**src/rtl/ca_pkg.sv**
```systemverilog
`default_nettype none
// ============================================================================
// Module   : ca_pkg
// Purpose  : Shared constants and types for the CA generator, the row
//            scan-out reader and the VESA timing block.
// Revision : 1.0 - initial release
// ============================================================================
package ca_pkg;

  localparam int CA_WORDS      = 80;  // words per row
  localparam int CA_WIDTH      = 16;  // bits per memory word
  localparam int CA_ADDR_W     = 8;   // generation RAM address width
  localparam int CA_BANK1_BASE = 80;  // bank 1 base address (bank 0 is at 0)

  // Scan-out sequencing: fetch two words, stream, flag completion.
  typedef enum logic [1:0] {
    ST_IDLE     = 2'd0,
    ST_PREFETCH = 2'd1,
    ST_STREAM   = 2'd2,
    ST_DONE     = 2'd3
  } scan_state_t;

endpackage : ca_pkg
`default_nettype wire

```
**src/rtl/ca_word_serializer.sv**
```systemverilog
`default_nettype none
// ============================================================================
// Module   : ca_word_serializer
// Purpose  : One-word shift register with a bit counter. Presents the MSB as
//            the current pixel and flags the shift that consumes the last bit.
// Revision : 1.0 - initial release
// ============================================================================
module ca_word_serializer
  import ca_pkg::*;
#(
  parameter int WIDTH = CA_WIDTH
) (
  input  logic             clk,
  input  logic             rst_n,
  input  logic             clear,      // drop the current word and bit position
  input  logic             load,       // take load_word; wins over shift_en
  input  logic [WIDTH-1:0] load_word,
  input  logic             shift_en,   // consume one pixel
  output logic             msb,
  output logic             word_done   // shift_en on the last bit of the word
);

  localparam int CW = $clog2(WIDTH);

  logic [WIDTH-1:0] shift_q;
  logic [CW-1:0]    bit_cnt;

  assign msb       = shift_q[WIDTH-1];
  assign word_done = shift_en && (bit_cnt == CW'(WIDTH - 1));

  // Shift register and bit position; a load restarts the bit count.
  always_ff @(posedge clk) begin
    if (!rst_n || clear) begin
      shift_q <= '0;
      bit_cnt <= '0;
    end else if (load) begin
      shift_q <= load_word;
      bit_cnt <= '0;
    end else if (shift_en) begin
      shift_q <= {shift_q[WIDTH-2:0], 1'b0};
      bit_cnt <= bit_cnt + CW'(1);
    end
  end

endmodule : ca_word_serializer
`default_nettype wire

```
**src/rtl/ca_row_scanout.sv**
```systemverilog
`default_nettype none
// ============================================================================
// Module   : ca_row_scanout
// Purpose  : Fetches one row of the CA generation memory from the selected
//            bank and serialises it MSB-first, one pixel per active cycle.
//            Keeps at most two words in flight (shift register + next word).
// Revision : 1.0 - initial release
// ============================================================================
module ca_row_scanout
  import ca_pkg::*;
#(
  parameter int WORDS      = CA_WORDS,
  parameter int WIDTH      = CA_WIDTH,
  parameter int ADDR_W     = CA_ADDR_W,
  parameter int BANK1_BASE = CA_BANK1_BASE
) (
  input  logic              clk,
  input  logic              rst_n,
  input  logic              line_start,
  input  logic              bank,
  input  logic              active,
  output logic              read,
  output logic [ADDR_W-1:0] raddr,
  input  logic [WIDTH-1:0]  rdata,
  output logic              pixel,
  output logic              ready,
  output logic              underrun,
  output logic              line_done
);

  localparam int CNT_W = $clog2(WORDS + 1);

  scan_state_t      state_q, state_d;
  logic             pf_second;   // second prefetch read has been issued
  logic             rd_q;        // rdata this cycle answers last cycle's read
  logic [CNT_W-1:0] rd_cnt;      // reads issued for the current row
  logic [CNT_W-1:0] word_cnt;    // words fully consumed
  logic [WIDTH-1:0] next_word;

  logic             ser_msb;
  logic             word_done;
  logic             shift_en;
  logic             ser_load;
  logic [WIDTH-1:0] ser_word;

  // A line_start cycle never consumes a pixel, even mid-row.
  assign shift_en = (state_q == ST_STREAM) && active && !line_start;
  // First fetched word goes straight to the shifter; later ones via next_word.
  assign ser_load = ((state_q == ST_PREFETCH) && pf_second) || word_done;
  assign ser_word = (state_q == ST_PREFETCH) ? rdata : next_word;

  ca_word_serializer #(
    .WIDTH(WIDTH)
  ) u_ser (
    .clk       (clk),
    .rst_n     (rst_n),
    .clear     (line_start),
    .load      (ser_load),
    .load_word (ser_word),
    .shift_en  (shift_en),
    .msb       (ser_msb),
    .word_done (word_done)
  );

  // Next-state and status outputs decoded from the current state.
  always_comb begin
    state_d   = state_q;
    pixel     = 1'b0;
    ready     = 1'b0;
    line_done = 1'b0;
    case (state_q)
      ST_IDLE:     state_d = ST_IDLE;
      ST_PREFETCH: if (pf_second) state_d = ST_STREAM;
      ST_STREAM: begin
        ready = 1'b1;
        pixel = ser_msb && !line_start;
        if (word_done && (word_cnt == CNT_W'(WORDS - 1))) state_d = ST_DONE;
      end
      ST_DONE: begin
        line_done = 1'b1;
        state_d   = ST_IDLE;
      end
      default: state_d = ST_IDLE;
    endcase
    if (line_start) state_d = ST_PREFETCH;
  end

  // State register.
  always_ff @(posedge clk) begin
    if (!rst_n) state_q <= ST_IDLE;
    else        state_q <= state_d;
  end

  // Read address generation, prefetch buffer, counters and underrun flag.
  always_ff @(posedge clk) begin
    if (!rst_n) begin
      read      <= 1'b0;
      raddr     <= '0;
      rd_q      <= 1'b0;
      pf_second <= 1'b0;
      rd_cnt    <= '0;
      word_cnt  <= '0;
      next_word <= '0;
      underrun  <= 1'b0;
    end else begin
      read <= 1'b0;
      rd_q <= read;
      if (line_start) begin
        read      <= 1'b1;
        raddr     <= bank ? ADDR_W'(BANK1_BASE) : '0;
        rd_q      <= 1'b0;
        pf_second <= 1'b0;
        rd_cnt    <= CNT_W'(1);
        word_cnt  <= '0;
        underrun  <= 1'b0;
      end else begin
        if (active && (state_q != ST_STREAM)) underrun <= 1'b1;
        case (state_q)
          ST_PREFETCH: begin
            if (!pf_second) begin
              read      <= 1'b1;
              raddr     <= raddr + ADDR_W'(1);
              rd_cnt    <= rd_cnt + CNT_W'(1);
              pf_second <= 1'b1;
            end
          end
          ST_STREAM: begin
            if (rd_q) next_word <= rdata;
            // Refill only after the buffered word moves into the shifter,
            // which keeps the fetch at most two words ahead.
            if (word_done) begin
              word_cnt <= word_cnt + CNT_W'(1);
              if (rd_cnt < CNT_W'(WORDS)) begin
                read   <= 1'b1;
                raddr  <= raddr + ADDR_W'(1);
                rd_cnt <= rd_cnt + CNT_W'(1);
              end
            end
          end
          default: ;
        endcase
      end
    end
  end

endmodule : ca_row_scanout
`default_nettype wire

```
**config.mk**
```make
export PLATFORM = sky130hd
export DESIGN_NAME = ca_row_scanout
export DESIGN_NICKNAME = d
export VERILOG_FILES = /design/src/rtl/ca_pkg.sv /design/src/rtl/ca_word_serializer.sv /design/src/rtl/ca_row_scanout.sv
export SDC_FILE = /design/constraint.sdc
export NUM_CORES = 1
export LEC_CHECK = 0
export ABC_CLOCK_PERIOD_IN_PS = 4100
export BUFFER_PORTS_ARGS = -buffer_cell sky130_fd_sc_hd__buf_2
export CORE_MARGIN = 3
export CORE_UTILIZATION = 35
export DETAILED_ROUTE_END_ITERATION = 10
export GPL_TIMING_DRIVEN = 0
export HOLD_SLACK_MARGIN = 0.03
export PLACE_DENSITY = 0.55
export SYNTH_ARGS = -nofsm -noshare
export SYNTH_HDL_FRONTEND = slang
export SYNTH_HIERARCHICAL = 1
export SYNTH_SLANG_ARGS = --single-unit
```
**constraint.sdc**
```tcl
create_clock -name clk -period 4.1 [get_ports clk]
set_input_delay 0.41 -clock clk [delete_from_list [all_inputs] [get_ports clk]]
set_output_delay 0.41 -clock clk [all_outputs]
set_load 0.02 [all_outputs]
```
After elaboration in Yosys (flattened, before gate mapping)
Index checks and enable logic that the tools add are counted.

Order comparisons: 1. Equal/unequal tests: 16. $add $sub $neg: 4. Mux-type cells: 26. Shifts and indexed selects: 0. Bitwise operators: 2. Divide/modulo/power cells: 0. $mul: 0. Reductions and logical operators: 24.

Operators with widths (count): 16-bit 2-to-1 mux (3); 8-bit 2-to-1 mux (4); 7-bit 2-to-1 mux (4); 8-bit one-hot mux with 2 select lines (1); 7-bit by 1-bit adder with 7-bit output (second input constant) (2); 7-bit one-hot mux with 2 select lines (1); 1-bit 2-to-1 mux (9); 3-bit != test (second input constant) (3); 8-bit by 1-bit adder with 8-bit output (second input constant) (1); 2-bit != test (second input constant) (4); 4-bit AND reduction (2); 7-bit equality test (second input constant) (1); 1-bit logical AND (7); 7-bit < comparator (second input constant) (1); 3-bit by 2-bit != test with 1-bit output (second input constant) (2); 2-bit one-hot mux with 3 select lines (1); 2-bit AND reduction (3); 2-bit OR reduction (3); 4-bit by 1-bit adder with 4-bit output (second input constant) (1); 2-bit equality test (second input constant) (2); 4-bit equality test (second input constant) (1); 2-bit 2-to-1 mux (2); 2-bit by 1-bit != test with 1-bit output (second input constant) (2); 2-bit nonzero test (2); other kinds (8) (11).

Output and inout bits: 13. Bits in latches: 0. Word-level logic and storage cells: 86. ROM bits: 0. Memory bits (writable): 0. Memories: 0. Flip-flop bits (word level): 64.

Logic depth before layout (Yosys ltp)
Word-level depth: 8. Mapped depth: 13. Mapped depth without buffers: 9.

Hierarchy
The synthesis kept the hierarchy.

Modules (own cells, without submodules): ca_row_scanout (sequential area each 880.8 um^2, instances 1, cells an instance 248, area each 2135.8 um^2); ca_word_serializer (sequential area each 400.4 um^2, instances 1, cells an instance 90, area each 952.2 um^2).

Worst setup path after synthesis
OpenSTA, ideal clock, no wires.

Path type: reg-to-reg. Start point: register state_q[0]. End point: register raddr[5]. Data arrival time: 2.951 ns. Period minus slack after synthesis: 3.022 ns. Cell stages (with the launch flop): 13. Setup slack: 1.078 ns. Required time: 4.029 ns. Path buffers: 3. Library setup time: 0.071 ns. Cells stage by stage: dfxtp_1 > inv_1 > ha_1 > nor2b_1 > and2_1 > buf_6 > and4_1 > buf_6 > or3b_1 > a32o_1 > buf_6 > or4_1 > a21oi_1.

Word-level cells in the longest chain between the ends: 6. Elaborated cells between the ends (all ways): 12.

RTL lines: from (decl) (RTL line ca_row_scanout.sv:33) `scan_state_t state_q, state_d;`; from (signal assigned) (RTL line ca_row_scanout.sv:91) `else state_q <= state_d;`; 2-bit equality test (RTL line ca_row_scanout.sv:47) `assign shift_en = (state_q == ST_STREAM) && active && !line_start;`; 1-bit logical AND (2 in series) (RTL line ca_row_scanout.sv:47); via shift_en (RTL line ca_row_scanout.sv:42) `logic shift_en;`; 1-bit logical AND (RTL line ca_word_serializer.sv:29) `assign word_done = shift_en && (bit_cnt == CW'(WIDTH - 1));`; via word_done (RTL line ca_row_scanout.sv:41) `logic word_done;`; 3-bit != test (no line); 4-bit AND reduction (no line); to (signal assigned) (RTL line ca_row_scanout.sv:110) `raddr <= bank ? ADDR_W'(BANK1_BASE) : '0;`; to (signal assigned) (RTL line ca_row_scanout.sv:122) `raddr <= raddr + ADDR_W'(1);`; to (signal assigned) (RTL line ca_row_scanout.sv:135) `raddr <= raddr + ADDR_W'(1);`; to (decl) (RTL line ca_row_scanout.sv:23) `output logic [ADDR_W-1:0] raddr,`.

The timed path passes the listed nets, and every way through them passes these cells. A chain may end at the register's enable or synchronous reset.

Worst setup path after layout
Ends and elaborated chain as after synthesis.

==> metrics.md <==
| Metric | Value |
|---|---|
| Syn avg cell area | 9.136 um^2 |
| Critical Path Sink | raddr[5] |
| N_diodes | 0 |
| Clock latency on the worst-skew pair | 0.35 ns |
| Largest family of logic cells by synthesized area | simple AND/OR/NAND/NOR gates |
| Fmax | 310.2 MHz |
| Final setup violation count | 0 |
| Post-DP HPWL | 4.895 mm |
| Setup TNS | 0 ns |
| Synth warnings | 6 |
| Vias in the first global route | 2423 |
| Pwr/cell area | 360.5 nW/um^2 |
| CP top delay family | simple AND/OR/NAND/NOR gates |
| H-tree Lvls | 3 |
| RSZ-0062 raised after global routing | false |
| Final Hold Viols | 0 |
| Finished Layout Cells | 492 |
| Clk root buf | clkbuf_8 |
| Top area cells in the synthesized netlist | dfxtp_1, mux2_2, nand2_1 |
| Post-Place Cell Area | 3385 um^2 |
| Worst R2R Setup Slack | 0.88 ns |
| CTS tree | yes |
| Hold Path Class | in2reg |
| Core Region | 8382 um^2 |
| Resized Gates After CTS | 0 |
| Critical path's largest stage delay | 0.49 ns |
| Post-synth top area share | 0.4149 |
| Port-buffer cells | 33 |
| Post-synthesis cell type count | 44 |
| Worst EP required | 4.37 ns |
| # DRC | 0 |
| Crit-path slowest cell | or4_1 |
| FF-to-FF Start | state_q[0] |
| TritonCTS Buffers | 9 |
| Num rows | 33 |
| Cell area after layout | 3583 um^2 |
| Area share of fa/ha/maj cells after synthesis | 0.02836 |
| FILL cells | 866 |
| R2R Path End | raddr[5] |
| Reg2Reg Depth | 12 |
| Drt wl/cell | 14.15 um |
| Synth Area in Simple Gates | 0.2095 |
| Initial antenna violation count | 0 |
| Xor/xnor share of the synthesized area | 0.02269 |
| Critical path launch point type | flip-flop |
| Area Overhead vs Synth | 16.05% |
| Mux cell area share after synthesis | 0.1139 |
| Largest net degree at the start of global routing | 11 |
| Layout Utilization | 0.4275 |
| Maxcap violations | 0 |
| Post-synthesis register bit count | 64 |
| Clock skew | 0.01025 ns |
| CP Class | reg2reg |
| GRT Resource Usage Total | 0.1496 |
| Compound-Gate Fraction of Synth Area | 0.1657 |
| WL final | 6.960 mm |
| Clk buf depth | 2 |
| Pleak | 1.290 nW |
| Commonest register cell after synthesis | dfxtp_1 |
| Share of layout cells above drive strength 1 | 0.1964 |
| First-pass iteration count of the detailed router | 4 |
| Sink Count | 64 |
| Tot Pwr | 1.292 mW |
| Setup Buffers After CTS | 0 |
| Drt initial violations | 75 |
| Vias/cell | 5.169 |
| Asr flop ratio synth | 0 |
| Post-route ant nets | 0 |
| Post-Synthesis Cells | 338 |
| Die area | 9986 um^2 |
| Synthesized area | 3088 um^2 |
| Initial core utilization | 0.3684 |
| Most frequent cells in the layout | dfxtp_1, nand2_1, buf_2 |
| Storage cell area | 1281 um^2 |
| Commonest non-fill, non-tap cell in the layout | dfxtp_1 |
| CP bufs+invs | 4 |
| Die height | 99.93 um |
| Syn_nets | 366 |
| Multi-input gate area | 1668 um^2 |
| Post-layout nets | 410 |
| CP endpoint kind | flip-flop |
| Peak supply drop | 237.4 uV |
| Most used cell, CP | buf_6 |
| Die width | 99.93 um |
| First-pass GRT wire length | 11.98 mm |
| Minimum clock period | 3.224 ns |
| Worst slew pin tran | 0.6112 ns |
| RD Place Congestion | 0.8139 |
| Final slew viol count | 0 |
| I/O Pins | 34 |
| Final worst path period share | 0.7863 |
| Sequential share of the synthesized area | 0.4149 |
| GRT Residual Overflow | 0 |
| Status | complete, no violations |
| Cell-by-cell trace of the critical path | inv_1 > ha_1 > nor2b_1 > and2_1 > buf_6 > and4_1 > buf_6 > or3b_1 > a32o_1 > buf_6 > or4_1 > a21oi_1 |
| Number of cells on the critical path | 12 |
| Worst slew margin | 0.5925 |
| Worst setup startpoint | state_q[0] |
| Number of cells after detailed placement | 476 |
| Hold buffer count at cts | 0 |
| Reg clk slew, reported paths | 0.08 ns |
| Via Count | 2543 |
| Synth area leader | dfxtp_1 |
| Hold_sp | rdata[15] |
| Arr. time, crit path | 3.50 ns |
| Post-synth EDFFs | 0 |
| Maximum net fanout on the critical path | 10 |
==> how the worst min path moves through the flow <==
stage | endpoint | slack (ns) | cells past startpoint
floorplan | next_word[15] | 0.44 | 2
global placement | next_word[15] | 0.45 | 2
detailed placement | next_word[15] | 0.45 | 2
CTS | next_word[9] | 0.30 | 3
global route | next_word[8] | 0.32 | 3
finish | next_word[15] | 0.32 | 3
==> sequential cells by signal, summed over array words and instances, names as in the netlist <==
name / count
next_word: 16
rd_cnt: 7
read: 1
rd_q: 1
state_q: 2
pf_second: 1
u_ser/shift_q: 16
underrun: 1
raddr: 8
word_cnt: 7
u_ser/bit_cnt: 4
==> layout make-up <==
class	instances	area share
Sequential cell	64	0.3575
Clock buffer	13	0.04434
Timing Repair Buffer	33	0.04609
Clock inverter	3	0.01117
Inverter	5	0.005237
Multi-Input combinational cell	248	0.4654
Tap cell	105	0.03666
Buffer	21	0.03352
==> cells by family (layout without fill, tap and decap cells) <==
family	count (synthesis)	after routing
flip-flops	64	64
buffers and inverters	26	75
AND/OR/NAND/NOR	127	127
multiplexers	33	33
XOR/XNOR	8	8
AO/OA/AOI/OAI	73	73
adder cells (fa/ha/maj)	7	7
==> worst register-to-register path, stage by stage, from the launching register on <==
cell     delay [ns]
dfxtp_1        0.33
inv_1          0.07
ha_1           0.20
nor2b_1        0.25
and2_1         0.29
buf_6          0.19
and4_1         0.21
buf_6          0.14
or3b_1         0.39
a32o_1         0.30
buf_6          0.15
or4_1          0.49
a21oi_1        0.14
==> per-layer routing <==
metal	GRT usage	routed length, um
met5	0	0
met4	0.05987	144
met3	0.03683	270
met2	0.2242	2988
met1	0.2062	3558
==> per-stage QoR <==
stage          setup slack [ns]  hold slack [ns]
2_1_floorplan             1.078           0.4410
3_3_place_gp             0.9073           0.4481
3_5_place_dp             0.8969           0.4545
4_1_cts                  0.8625           0.3015
5_1_grt                  0.6617           0.3192
6_report                 0.8761           0.3157
==> synthesized netlist by cell type (7+ instances only) <==
library cell  number
dfxtp_1           64
nand2_1           47
a21boi_0          17
nand3_1           14
a21oi_1           16
clkbuf_1          13
nor2b_1           17
mux2i_1           16
ha_1               7
nor2_1            12
or3_1              7
a211oi_1          15
o21ai_0            8
mux2_2            17
==> report_power, final <==
group	internal, mW	total (mW)	switching (mW)
Clock	0.313	0.557	0.244
Sequential	0.629	0.637	0.00734
Combinational	0.0418	0.0985	0.0567
Total	0.984	1.29	0.308
(Power assumes the default switching activity.)
